### src/rtl/ialu_div_seq.sv
// Sequential radix-2 restoring divider for RV32M DIV/DIVU/REM/REMU.
// Shares the ALU's 33-bit adder: one trial subtraction per cycle, then one sign-fix pass.
module ialu_div_seq (
  input  logic        clk,
  input  logic        rst_n,
  input  logic        exu2div_req_i,
  input  logic [1:0]  exu2div_cmd_i,
  input  logic [31:0] exu2div_op1_i,
  input  logic [31:0] exu2div_op2_i,
  input  logic        exu2div_kill_i,
  output logic        div2exu_busy_o,
  output logic        div2exu_rdy_o,
  output logic [31:0] div2exu_res_o,
  output logic [31:0] div2add_op1_o,
  output logic [31:0] div2add_op2_o,
  output logic        div2add_cmd_o,
  input  logic [31:0] add2div_res_i,
  input  logic [3:0]  add2div_flags_i
);

  typedef enum logic [1:0] {ST_IDLE, ST_CALC, ST_CORR, ST_DONE} state_t;

  state_t      state_q, state_d;
  logic [31:0] d_q, d_d, q_q, q_d, r_q, r_d, res_q, res_d;
  logic [4:0]  cnt_q, cnt_d;
  logic        neg_quo_q, neg_quo_d, neg_rem_q, neg_rem_d, is_rem_q, is_rem_d;
  logic        busy_q, busy_d, rdy_q, rdy_d;

  logic        is_signed, div_zero, div_ovf, trial_ok;
  logic [31:0] op1_mag, op2_mag, trial;
  logic        unused_flags;

  assign is_signed = ~exu2div_cmd_i[0];
  assign op1_mag   = (is_signed & exu2div_op1_i[31]) ? (~exu2div_op1_i + 32'd1) : exu2div_op1_i;
  assign op2_mag   = (is_signed & exu2div_op2_i[31]) ? (~exu2div_op2_i + 32'd1) : exu2div_op2_i;
  assign div_zero  = (exu2div_op2_i == 32'd0);
  assign div_ovf   = is_signed & (exu2div_op1_i == 32'h8000_0000) & (exu2div_op2_i == 32'hFFFF_FFFF);
  assign trial     = {r_q[30:0], q_q[31]};
  // With R[31] set the 33-bit trial is at least 2^32, so it always exceeds D.
  assign trial_ok  = ~add2div_flags_i[3] | r_q[31];
  assign unused_flags = ^add2div_flags_i[2:0];

  always_comb begin
    state_d   = state_q;
    d_d       = d_q;
    q_d       = q_q;
    r_d       = r_q;
    res_d     = res_q;
    cnt_d     = cnt_q;
    neg_quo_d = neg_quo_q;
    neg_rem_d = neg_rem_q;
    is_rem_d  = is_rem_q;
    div2add_op1_o = 32'd0;
    div2add_op2_o = 32'd0;
    div2add_cmd_o = 1'b1;

    case (state_q)
      ST_IDLE: begin
        if (exu2div_req_i) begin
          is_rem_d  = exu2div_cmd_i[1];
          neg_quo_d = is_signed & (exu2div_op1_i[31] ^ exu2div_op2_i[31]);
          neg_rem_d = is_signed & exu2div_op1_i[31];
          if (div_zero) begin
            res_d   = exu2div_cmd_i[1] ? exu2div_op1_i : 32'hFFFF_FFFF;
            state_d = ST_DONE;
          end else if (div_ovf) begin
            res_d   = exu2div_cmd_i[1] ? 32'd0 : 32'h8000_0000;
            state_d = ST_DONE;
          end else begin
            d_d     = op2_mag;
            q_d     = op1_mag;
            r_d     = 32'd0;
            cnt_d   = 5'd31;
            state_d = ST_CALC;
          end
        end
      end
      ST_CALC: begin
        div2add_op1_o = trial;
        div2add_op2_o = d_q;
        div2add_cmd_o = 1'b0;
        if (trial_ok) begin
          r_d = add2div_res_i;
          q_d = {q_q[30:0], 1'b1};
        end else begin
          r_d = trial;
          q_d = {q_q[30:0], 1'b0};
        end
        cnt_d = cnt_q - 5'd1;
        if (cnt_q == 5'd0) state_d = ST_CORR;
      end
      ST_CORR: begin
        div2add_op2_o = is_rem_q ? r_q : q_q;
        div2add_cmd_o = ~(is_rem_q ? neg_rem_q : neg_quo_q);
        res_d   = add2div_res_i;
        state_d = ST_DONE;
      end
      default: state_d = ST_IDLE;
    endcase

    // A flush abandons the operation without touching the held result.
    if (exu2div_kill_i) begin
      state_d = ST_IDLE;
      res_d   = res_q;
    end
  end

  assign busy_d = (state_d != ST_IDLE);
  assign rdy_d  = (state_d == ST_DONE);

  always_ff @(posedge clk or negedge rst_n) begin
    if (!rst_n) begin
      state_q   <= ST_IDLE;
      d_q       <= 32'd0;
      q_q       <= 32'd0;
      r_q       <= 32'd0;
      res_q     <= 32'd0;
      cnt_q     <= 5'd0;
      neg_quo_q <= 1'b0;
      neg_rem_q <= 1'b0;
      is_rem_q  <= 1'b0;
      busy_q    <= 1'b0;
      rdy_q     <= 1'b0;
    end else begin
      state_q   <= state_d;
      d_q       <= d_d;
      q_q       <= q_d;
      r_q       <= r_d;
      res_q     <= res_d;
      cnt_q     <= cnt_d;
      neg_quo_q <= neg_quo_d;
      neg_rem_q <= neg_rem_d;
      is_rem_q  <= is_rem_d;
      busy_q    <= busy_d;
      rdy_q     <= rdy_d;
    end
  end

  assign div2exu_busy_o = busy_q;
  assign div2exu_rdy_o  = rdy_q;
  assign div2exu_res_o  = res_q;

endmodule

### config.mk
export PLATFORM = sky130hd
export DESIGN_NAME = ialu_div_seq
export DESIGN_NICKNAME = d
export VERILOG_FILES = /design/src/rtl/ialu_div_seq.sv
export SDC_FILE = /design/constraint.sdc
export NUM_CORES = 1
export LEC_CHECK = 0
export ABC_CLOCK_PERIOD_IN_PS = 2370
export BUFFER_PORTS_ARGS = -buffer_cell sky130_fd_sc_hd__buf_2
export CAP_MARGIN = 10
export CORE_MARGIN = 10
export CORE_UTILIZATION = 34
export DETAILED_ROUTE_END_ITERATION = 10
export SLEW_MARGIN = 20
export SYNTH_ARGS = -nofsm -noshare
export SYNTH_HDL_FRONTEND = slang
export SYNTH_SLANG_ARGS = --single-unit
### constraint.sdc
create_clock -name clk -period 2.37 [get_ports clk]
set_input_delay 0.474 -clock clk [delete_from_list [all_inputs] [get_ports clk]]
set_output_delay 0.474 -clock clk [all_outputs]
set_load 0.01 [all_outputs]
==> impl_metrics.env <==
export IMPL_slew_viol_final=0
export IMPL_cts_tree="yes"
export IMPL_fmax_mhz=393
export IMPL_final_common_cell="buf_2"
export IMPL_peakVddDrop_mv=0.502
export IMPL_worstPathArrival_ns=2.85
export IMPL_finalWorstPathRequiredPeriod_ns=2.55
export IMPL_synth_nets=1159
export IMPL_clock_latency_ns=0.42
export IMPL_wl_um=38200
export IMPL_nNetsFinal=1485
export IMPL_placed_area_mm2=0.0120
export IMPL_antenna_found_initial=4
export IMPL_synth_edf_count=0
export IMPL_hp_class="in -> async"
export IMPL_holdBufCountCts=0
export IMPL_dieHeight_um=187
export IMPL_cts_buffers=17
export IMPL_synth_seq_area_share_pct=37.0
export IMPL_drive_above_1_share_pct=45.8
export IMPL_slew_headroom_pct=61.0
export IMPL_clockBufferDepth=2
export IMPL_leakagePower_nw=6.04
export IMPL_synth_distinct_cells=52
export IMPL_start_util_pct=34.3
export IMPL_syn_area_mm2=0.00947
export IMPL_ys_warn_count=0
export IMPL_final_area_mm2=0.0139
export IMPL_final_cells=1766
export IMPL_h_tree_depth=4
export IMPL_root_buffer="clkbuf_16"
export IMPL_intPower_mw=5.76
export IMPL_grt_max_degree=48
export IMPL_ys_async_sr_fraction_pct=100
export IMPL_first_iter_violations=851
export IMPL_syn_mean_instance_area_um2=9.07
export IMPL_powerDensity_mw_per_mm2=600
export IMPL_max_cap_violations=0
export IMPL_status="complete, but fails checks"
export IMPL_grt_pass1_wl_um=55800
export IMPL_p_seq_share_pct=36.8
export IMPL_path_class="in -> reg"
export IMPL_drc=0
export IMPL_cp_required_ns=2.67
export IMPL_synth_main_ff_cell="dfrtp_1"
export IMPL_timing_hold_ws_ns=-0.0118
export IMPL_area_growth_pct=46.7
export IMPL_worstSetupStartpointType="input port"
export IMPL_via_per_inst=5.48
export IMPL_synth_area_leaders="dfrtp_1 37%, mux2_2 11%, o21ai_0 9.1%"
export IMPL_core_mm2=0.0276
export IMPL_dp_cells=1688
export IMPL_clock_power_share_pct=35.1
export IMPL_rsz0062_at_grt="true"
export IMPL_yosysTopAreaCellShare_pct=37.0
export IMPL_finClkSkew_ns=0.0102
export IMPL_die_area_mm2=0.0349
export IMPL_worstPathMaxFanout=8
export IMPL_worst_slew_pin_slew_ns=0.585
export IMPL_switching_share_pct=30.9
export IMPL_wl_per_cell_um=21.6
export IMPL_p_switching_mw=2.58
export IMPL_dp_hpwl_um=25800
export IMPL_track_usage_pct=19.9
export IMPL_setup_viol_count_final=69
export IMPL_rows=61
export IMPL_worst_slack_ns=-0.176
export IMPL_worstSetupEndpointType="flip-flop"
export IMPL_grt_pass1_vias=9678
export IMPL_grt_ovfl_total=0
export IMPL_final_cell_mix="197 x buf_2, 141 x o21ai_0, 139 x dfrtp_1"
export IMPL_cts_sinks=140
export IMPL_drtAntennaViolNets=0
export IMPL_yosysTopAreaCell="dfrtp_1"
export IMPL_post_route_period_util_pct=107
export IMPL_via_count=9682
export IMPL_io_pins=205
export IMPL_place_congestion=0.859
export IMPL_final_hold_viol_count=5
export IMPL_violations="negative hold slack, negative setup slack"
export IMPL_power_frac_comb_pct=28.1
export IMPL_syn_inst=1044
export IMPL_io_buffer_count=201
export IMPL_finalSetupTns_ns=-7.66
export IMPL_clk_pin_slew_worst_paths_ns=0.06
export IMPL_dieWidth_um=187
export IMPL_ys_seq_elements=140
export IMPL_drtPass1Iterations=5
-- sequential cells by signal, summed over array words and instances, names as in the netlist --
register / flops
div2exu_busy_o: 1
div2exu_rdy_o: 1
div2exu_res_o: 32
state_q: 2
cnt_q: 5
neg_rem_q: 1
neg_quo_q: 1
d_q: 32
q_q: 32
is_rem_q: 1
r_q: 32
-- cells by family after synthesis --
group | after synthesis | share of synthesized area (%)
flops | 140 | 37.0
simple gates | 294 | 16.4
xor+xnor | 58 | 5.36
mux | 114 | 14.2
buf+inv | 105 | 5.10
fa+ha+maj | 9 | 1.19
compound gates | 324 | 20.8
-- synth_stat cells (2+ instances only) --
cell type  count
buf_2         11
or3_1         10
nand3_1       11
or4_1          8
clkbuf_1      61
ha_1           9
nor3_1        12
nand2b_1       5
nand2_1       76
a22oi_1       32
or2_2          2
dfrtp_1      140
mux2_2        94
or4_4          2
inv_1         17
mux2_1         3
buf_6         10
nor2_1        58
a31oi_1        7
o41ai_1       39
and2_1        34
a211oi_1       3
a21oi_1       44
buf_1          6
nor2b_1       38
xor2_1        27
o31ai_1       18
xnor2_1       31
nor3b_1        2
nor4_2         2
o21ai_0      172
nand4_1       11
mux2_4        16
nor4_1        14
o22a_1         2
-- what timing repair did --
action                                  4_1_cts  5_1_grt
gates cloned                                 10       14
gates resized for setup                      45       78
setup buffers                                10       10
pin swaps                                     6       12
endpoints found under the setup margin      151      155
-- worst paths after layout --
check | startpoint | slack [ns] | depth (start not counted) | endpoint
hold / removal | rst_n | -0.01 | 1 | div2exu_res_o[18]$_DFFE_PN0P_
min in group clk | exu2div_kill_i | 0.34 | 2 | state_q[1]$_DFF_PN0_
max in group asynchronous | rst_n | 1.67 | 2 | q_q[29]$_DFFE_PN0P_
hold reg to reg | neg_quo_q$_DFFE_PN0P_ | 0.50 | 2 | neg_quo_q$_DFFE_PN0P_
setup reg to reg | state_q[0]$_DFF_PN0_ | -0.04 | 9 | q_q[5]$_DFFE_PN0P_
setup / recovery | exu2div_op2_i[16] | -0.18 | 9 | div2exu_res_o[31]$_DFFE_PN0P_
-- area by class of cell --
class	count	area, um^2
fillers	2536	13700
multi-input cells	801	6020
flip-flops and latches	140	3500
repair buffers	393	3180
clock buffers	24	512
well taps	378	473
clock inverters	8	129
inverters	17	63.8
diodes	5	12.5
-- power by group through the flow --
stage               Combinational (mW)  Clock [mW]  Sequential, mW
floorplan                         1.21           0            2.97
global placement                  1.94           0            3.07
detailed placement                1.97           0            3.08
CTS                               2.12        2.95            3.04
global route                      2.50        3.07            3.11
finish                            2.34        2.93            3.07
-- through the flow --
step                      util, %  power, mW  setup slack (ns)  hold WS [ns]
after floorplan                 -       4.19            -0.341         0.178
after global placement       43.4       5.01            -0.691         0.451
after detailed placement     43.4       5.05            -0.647         0.457
after CTS                    47.7       8.11            -0.124       0.00499
after global routing         50.3       8.69            -0.205       0.00981
final                        50.3       8.34            -0.176       -0.0118
-- worst max-delay path: stages --
cell and delay, ns:
buf_6 0.09, or4_4 0.52, or3_4 0.38, nor3_4 0.29, nor2b_2 0.10, a221oi_4 0.29
buf_12 0.18, clkbuf_16 0.18, mux2_2 0.33
-- metal layers --
metal	routed length, um	global-route usage (%)
met2	17800	31.4
met3	2370	3.67
met5	0	0
met4	971	7.10
met1	17100	26.7
No activity file was read; power rests on OpenSTA's default activity.
